**config.mk**
```make
export PLATFORM = sky130hd
export DESIGN_NAME = stack_controller
export DESIGN_NICKNAME = d
export VERILOG_FILES = /design/src/rtl/stack_ctrl_pkg.sv /design/src/rtl/mem_wait_timer.sv /design/src/rtl/stack_controller.sv
export SDC_FILE = /design/constraint.sdc
export NUM_CORES = 1
export LEC_CHECK = 0
export CORE_MARGIN = 1.5
export CORE_UTILIZATION = 50
export CTS_CLUSTER_SIZE = 14
export DETAILED_ROUTE_END_ITERATION = 8
export MAX_ROUTING_LAYER = met4
export PLACE_DENSITY = 0.9
export SLEW_MARGIN = 20
export SYNTH_ARGS = -nofsm -noshare
export SYNTH_HDL_FRONTEND = slang
export SYNTH_SLANG_ARGS = --single-unit
```
**constraint.sdc**
```tcl
create_clock -name clk -period 3 [get_ports clk]
set_input_delay 0.75 -clock clk [delete_from_list [all_inputs] [get_ports clk]]
set_output_delay 0.75 -clock clk [all_outputs]
set_load 0.05 [all_outputs]
```
**src/rtl/stack_ctrl_pkg.sv**
```systemverilog
// Shared encodings for the stack-machine controller: opcodes, ALU codes,
// FSM state encoding and datapath mux-select values.
package stack_ctrl_pkg;

  localparam logic [2:0] OP_ADD  = 3'b000;
  localparam logic [2:0] OP_SUB  = 3'b001;
  localparam logic [2:0] OP_AND  = 3'b010;
  localparam logic [2:0] OP_NOT  = 3'b011;
  localparam logic [2:0] OP_PUSH = 3'b100;
  localparam logic [2:0] OP_POP  = 3'b101;
  localparam logic [2:0] OP_JMP  = 3'b110;
  localparam logic [2:0] OP_JZ   = 3'b111;

  localparam logic [1:0] ALU_ADD = 2'b00;
  localparam logic [1:0] ALU_SUB = 2'b01;
  localparam logic [1:0] ALU_AND = 2'b10;
  localparam logic [1:0] ALU_NOT = 2'b11;

  localparam logic ADDR_PC = 1'b0;
  localparam logic ADDR_IR = 1'b1;
  localparam logic SRC_MEM = 1'b0;
  localparam logic SRC_ALU = 1'b1;
  localparam logic AIN_PC  = 1'b0;
  localparam logic AIN_A   = 1'b1;
  localparam logic BIN_ONE = 1'b0;
  localparam logic BIN_B   = 1'b1;

  typedef enum logic [3:0] {
    S_IDLE     = 4'd0,
    S_FETCH    = 4'd1,
    S_DECODE   = 4'd2,
    S_POP_A    = 4'd3,
    S_POP_B    = 4'd4,
    S_EXEC     = 4'd5,
    S_PUSH_RES = 4'd6,
    S_MEM_RD   = 4'd7,
    S_PUSH_MEM = 4'd8,
    S_POP_ST   = 4'd9,
    S_MEM_WR   = 4'd10,
    S_JMP      = 4'd11,
    S_JZ_TOS   = 4'd12,
    S_JZ_BR    = 4'd13,
    S_FAULT    = 4'd14
  } state_t;

  // States that wait on memory and are therefore watched by the timeout timer.
  function automatic logic is_wait_state(input state_t s);
    return (s == S_FETCH) || (s == S_MEM_RD) || (s == S_MEM_WR);
  endfunction

endpackage

```
**src/rtl/mem_wait_timer.sv**
```systemverilog
// Counts consecutive cycles spent waiting on memory; flags expiry on the
// TIMEOUT-th waiting cycle. TIMEOUT = 0 disables expiry.
module mem_wait_timer #(
  parameter int TIMEOUT = 15
) (
  input  logic clk,
  input  logic rst,
  input  logic clear,
  input  logic enable,
  output logic expired
);

  localparam int TW = (TIMEOUT < 2) ? 1 : $clog2(TIMEOUT);
  localparam logic [TW-1:0] LAST = TW'((TIMEOUT > 0) ? (TIMEOUT - 1) : 0);

  logic [TW-1:0] cnt;

  always_ff @(posedge clk) begin
    if (rst) begin
      cnt <= '0;
    end else if (clear) begin
      cnt <= '0;
    end else if (enable) begin
      cnt <= cnt + TW'(1);
    end
  end

  // cnt holds the number of earlier waiting cycles, so LAST marks the final allowed one.
  assign expired = (TIMEOUT != 0) && enable && (cnt == LAST);

endmodule

```
**src/rtl/stack_controller.sv**
```systemverilog
// Multi-cycle sequencer for the stack-machine datapath: fetch, decode,
// stack pop/push, ALU execute, memory load/store and jumps.
//
// state    | meaning
// ---------+---------------------------------------------------------
// IDLE     | post-reset, no strobes
// FETCH    | read instruction at PC, PC <- PC+1 when memory ready
// DECODE   | dispatch on opcode
// POP_A    | pop top of stack into regA
// POP_B    | pop next entry into regB (binary ops only)
// EXEC     | ALU operates on regA/regB
// PUSH_RES | push ALU result, retire
// MEM_RD   | read memory at IR[4:0]
// PUSH_MEM | push read data, retire
// POP_ST   | pop store data into regA
// MEM_WR   | write regA to IR[4:0], retire on ready
// JMP      | PC <- IR[4:0], retire
// JZ_TOS   | peek top of stack into regA (no pop)
// JZ_BR    | conditional jump, retire
// FAULT    | stack guard or memory timeout tripped; held until rst
module stack_controller
  import stack_ctrl_pkg::*;
#(
  parameter int CNT_W   = 16,
  parameter int TIMEOUT = 15
) (
  input  logic             clk,
  input  logic             rst,
  input  logic [2:0]       opcode,
  input  logic             mem_ready,
  input  logic             stack_empty,
  input  logic             stack_full,
  output logic             LorD,
  output logic             read,
  output logic             write,
  output logic             StackSrc,
  output logic             tos,
  output logic             push,
  output logic             pop,
  output logic             RegDst,
  output logic             LA,
  output logic             LB,
  output logic             Ain,
  output logic             Bin,
  output logic [1:0]       ALUop,
  output logic             next,
  output logic             jump,
  output logic             instr_done,
  output logic [CNT_W-1:0] instr_count,
  output logic             fault
);

  state_t     state_q;
  state_t     state_d;
  logic [1:0] op_lo;
  logic       retire;
  logic       tmr_expired;
  logic       tmr_enable;
  logic       tmr_clear;

  assign tmr_enable = is_wait_state(state_q) && !mem_ready;
  assign tmr_clear  = (state_d != state_q);

  mem_wait_timer #(
    .TIMEOUT (TIMEOUT)
  ) u_timer (
    .clk     (clk),
    .rst     (rst),
    .clear   (tmr_clear),
    .enable  (tmr_enable),
    .expired (tmr_expired)
  );

  always_ff @(posedge clk) begin
    if (rst) begin
      state_q     <= S_IDLE;
      op_lo       <= '0;
      instr_count <= '0;
    end else begin
      state_q <= state_d;
      // Only the ALU-select bits are needed after decode.
      if (state_q == S_DECODE) begin
        op_lo <= opcode[1:0];
      end
      if (retire) begin
        instr_count <= instr_count + CNT_W'(1);
      end
    end
  end

  // Stack guards divert to FAULT on the edge that would enter the strobing state.
  always_comb begin
    state_d = state_q;
    case (state_q)
      S_IDLE:     state_d = S_FETCH;
      S_FETCH: begin
        if (mem_ready)        state_d = S_DECODE;
        else if (tmr_expired) state_d = S_FAULT;
      end
      S_DECODE: begin
        case (opcode)
          OP_ADD, OP_SUB, OP_AND, OP_NOT:
                   state_d = stack_empty ? S_FAULT : S_POP_A;
          OP_PUSH: state_d = S_MEM_RD;
          OP_POP:  state_d = stack_empty ? S_FAULT : S_POP_ST;
          OP_JMP:  state_d = S_JMP;
          OP_JZ:   state_d = stack_empty ? S_FAULT : S_JZ_TOS;
          default: state_d = S_FAULT;
        endcase
      end
      S_POP_A: begin
        if (op_lo == ALU_NOT) state_d = S_EXEC;
        else                  state_d = stack_empty ? S_FAULT : S_POP_B;
      end
      S_POP_B:    state_d = S_EXEC;
      S_EXEC:     state_d = stack_full ? S_FAULT : S_PUSH_RES;
      S_PUSH_RES: state_d = S_FETCH;
      S_MEM_RD: begin
        if (mem_ready)        state_d = stack_full ? S_FAULT : S_PUSH_MEM;
        else if (tmr_expired) state_d = S_FAULT;
      end
      S_PUSH_MEM: state_d = S_FETCH;
      S_POP_ST:   state_d = S_MEM_WR;
      S_MEM_WR: begin
        if (mem_ready)        state_d = S_FETCH;
        else if (tmr_expired) state_d = S_FAULT;
      end
      S_JMP:      state_d = S_FETCH;
      S_JZ_TOS:   state_d = S_JZ_BR;
      S_JZ_BR:    state_d = S_FETCH;
      S_FAULT:    state_d = S_FAULT;
      default:    state_d = S_FAULT;
    endcase
  end

  always_comb begin
    retire = 1'b0;
    case (state_q)
      S_PUSH_RES, S_PUSH_MEM, S_JMP, S_JZ_BR: retire = 1'b1;
      S_MEM_WR:                               retire = mem_ready;
      default:                                retire = 1'b0;
    endcase
  end

  always_comb begin
    LorD       = ADDR_PC;
    read       = 1'b0;
    write      = 1'b0;
    StackSrc   = SRC_MEM;
    tos        = 1'b0;
    push       = 1'b0;
    pop        = 1'b0;
    RegDst     = 1'b0;
    LA         = 1'b0;
    LB         = 1'b0;
    Ain        = AIN_PC;
    Bin        = BIN_ONE;
    ALUop      = ALU_ADD;
    next       = 1'b0;
    jump       = 1'b0;
    instr_done = retire;
    fault      = (state_q == S_FAULT);
    case (state_q)
      S_FETCH: begin
        read  = 1'b1;
        LorD  = ADDR_PC;
        Ain   = AIN_PC;
        Bin   = BIN_ONE;
        ALUop = ALU_ADD;
        next  = mem_ready;
      end
      S_POP_A, S_POP_ST: begin
        tos    = 1'b1;
        pop    = 1'b1;
        RegDst = 1'b1;
        LA     = 1'b1;
      end
      S_POP_B: begin
        tos    = 1'b1;
        pop    = 1'b1;
        RegDst = 1'b0;
        LB     = 1'b1;
      end
      S_EXEC: begin
        Ain   = AIN_A;
        Bin   = BIN_B;
        ALUop = op_lo;
      end
      S_PUSH_RES: begin
        StackSrc = SRC_ALU;
        push     = 1'b1;
      end
      S_MEM_RD: begin
        read = 1'b1;
        LorD = ADDR_IR;
      end
      S_PUSH_MEM: begin
        read     = 1'b1;
        LorD     = ADDR_IR;
        StackSrc = SRC_MEM;
        push     = 1'b1;
      end
      S_MEM_WR: begin
        write = 1'b1;
        LorD  = ADDR_IR;
      end
      S_JMP, S_JZ_BR: jump = 1'b1;
      S_JZ_TOS: begin
        tos    = 1'b1;
        RegDst = 1'b1;
        LA     = 1'b1;
      end
      default: ;
    endcase
  end

endmodule

```
==> flow_metrics.tcl <==
set metrics [dict create \
    max-vdd-ir-drop_mv 0.475 \
    die-height_microns 63.3 \
    fmaxAchievable_ghz 0.345 \
    fill_cells 289 \
    critical_path_class "input port to primary output" \
    max_cap_violations 0 \
    cts_hold_repair.buffers 0 \
    final_cell_area_sq_um 2320 \
    timing.critical_path.arrival_ps 2150 \
    r2r-end "u_timer.cnt[0]" \
    rr_worst_depth 7 \
    io_buffer_count 41 \
    antenna_cells 0 \
    timing.critical_path.from_type "input port" \
    seqCellArea_sq_um 520 \
    syn_nets 242 \
    netlist.top_cell.by_area "dfxtp_1" \
    post-route-min-period_ps 2900 \
    grt_pass1_wl_microns 7370 \
    count_of_flip_flops_with_a_built_in_enable_after_synthesis 0 \
    hold_path_startpoint "op_lo[1]" \
    postSynth.asyncResetShare_pct 0 \
    htree_levels 1 \
    drt-total-wl_microns 4270 \
    post_route_cells_drive_above_1_share_pct 15.5 \
    yosys_register_bits 26 \
    synth.cells.most_frequent "nor2_1, dfxtp_1, nand2_1, a21oi_1, xnor2_1" \
    cts_post_setup_buffers_inserted 0 \
    first_global_vias 1688 \
    endpoint_worst_hold "op_lo[1]" \
    worst_slew_margin_rel_pct 42.5 \
    die-area_sq_um 4000 \
    antenna_violations_before_repair 0 \
    final_hold_viol_count 0 \
    cts_inserted_buffers 3 \
    top_level_ports 42 \
    whs_path_depth 2 \
    reg2reg_from "state_q[2]" \
    multi_input_comb_area_sq_um 1180 \
    core_region_area_sq_um 3420 \
    critPathTopFamily "buffers and inverters" \
    clk_transition_reported_paths_ps 140 \
    hold_class "flop to flop" \
    pin_count_of_the_biggest_net_entering_global_routing 26 \
    worstSetupEndpointType "primary output" \
    cts_tree "yes" \
    routedWlPerCell_microns 13.5 \
    dieWidth_microns 63.3 \
    postSynthAreaPerCell_sq_um 7.86 \
    netlist_area_before_placement_sq_um 1820 \
    cts.path.max_buffers 2 \
    yosys.area.top_type_share_pct 28.7 \
    critical_path_required_ps 2250 \
    power_per_cell_area_nw_per_um2 742 \
    synth-warning-count 0 \
    root_buffer "clkbuf_4" \
    worstPathCellList "clkdlybuf4s50_1 > nor2b_1 > or4_4 > nand3_1 > buf_12" \
    start_util_pct 53.2 \
    critical_path_peak_fanout 5 \
    num_rows 21 \
    grt_use_total_pct 22.9 \
    final_max_slew_viol_count 0 \
    finalCritPeriodShare_pct 96.5 \
    design.final.nets 283 \
    detailed_place.area_sq_um 2290 \
    synth.top_cells.by_area "dfxtp_1, nor2_1, xnor2_1" \
    postSynth.topFlopCell "dfxtp_1" \
    fin_total_pwr_uw 1720 \
    post_drt_via_cell_ratio 5.60 \
    cpMaxStageDelayCell "clkdlybuf4s50_1" \
    rsz0062_at_grt "false" \
    antenna_left 0 \
    drt_pre_antenna_iters 4 \
    post_cts_resize_count 0 \
    gp_congestion 0.931 \
    fin_skew_ps 10.5 \
    ys_types 52 \
    num_vias 1776 \
    post_route_drc 0 \
    overflow 0 \
    p_leak_uw 0.000883 \
    clkSinkCount 26 \
    critPathMaxStageDelay_ps 540 \
    hpwlAfterDp_microns 3350 \
    finish_stage_setup_viols 0 \
    outcome "complete, no violations" \
    ys_seq_area_share_pct 28.7 \
    critPathBufInv 2 \
    worstSkewPairLatency_ps 320 \
    area_added_between_synthesis_and_finish_pct 27.8 \
    worst_pin_slew_ps 851 \
    final_total_negative_setup_slack_ps 0 \
    yosys.cell_count.top_type "nor2_1" \
    drtIter0Drc 84 \
    timing.reg2reg.setup_slack_ps 500 \
    synthCells 231 \
]
[cells by family (layout without fill, tap and decap cells)]
group	Yosys count	count (layout)	share of synthesized area (%)
xor+xnor	18	18	9.71
mux	1	1	0.551
fa+ha+maj	3	3	2.07
compound gates	45	45	18.5
buf+inv	23	63	6.61
flops	26	26	28.7
simple gates	115	115	34.0
[worst max path at each step]
stage / from / to / slack [ps] / depth (start not counted)
final: mem_ready / instr_done / 100 / 5
after global routing: mem_ready / instr_done / 60 / 5
after CTS: mem_ready / instr_done / 100 / 5
after detailed placement: mem_ready / instr_done / 110 / 5
after global placement: mem_ready / instr_done / 120 / 5
after floorplan: state_q[0] / pop / 140 / 4
[worst register-to-register path: stages (launching register included)]
cell and delay (ps):
dfxtp_1 550, buf_4 270, nand2b_1 230, o22ai_1 120, a311o_1 370, or4_1 410, a221o_1 380, nor2_1 110
[report_power, final]
part	leakage, uW	switching [uW]	internal (uW)	total (uW)
combinational	0.000652	708	425	1130
sequential	0.000210	36.5	380	417
clock	0.0000210	99.0	74.2	173
[layer usage]
metal  global-route usage (%)  wire (microns)
met3                     5.71             223
met1                     28.7            1900
met4                     5.16              45
met5                        -               0
met2                     37.5            2090
[sequential cells by signal (all words and copies together) (netlist names)]
signal       flops
op_lo            2
instr_count     16
u_timer.cnt      4
state_q          4
[through the flow]
stage | util [%] | hold WS, ps | std cells | setup slack, ps
3_3_place_gp | 66.9 | 462 | 313 | 118
2_1_floorplan | - | 445 | 231 | 137
6_report | 68.0 | 478 | 317 | 104
5_1_grt | 68.0 | 508 | 317 | 58.2
3_5_place_dp | 66.9 | 463 | 313 | 110
4_1_cts | 68.0 | 480 | 317 | 98.5
[area by class of cell]
type,count,share of cell area [%]
repair buffers,50,21.4
clock buffers,4,1.56
well taps,46,2.48
flip-flops and latches,26,22.4
inverters,9,1.45
multi-input cells,182,50.6
[layout by cell type (no fill, tap or decap), types with 7 or more instances in the layout]
cell             instances
inv_1                    9
nand4_1                  9
nor2_1                  35
dfxtp_1                 26
nor2b_1                  7
xnor2_1                 11
buf_4                   21
nand2_1                 19
nand3_1                  9
a21oi_1                 14
clkdlybuf4s50_1         24
o21ai_0                  8
Note: power is estimated with default switching activity, not from simulation.
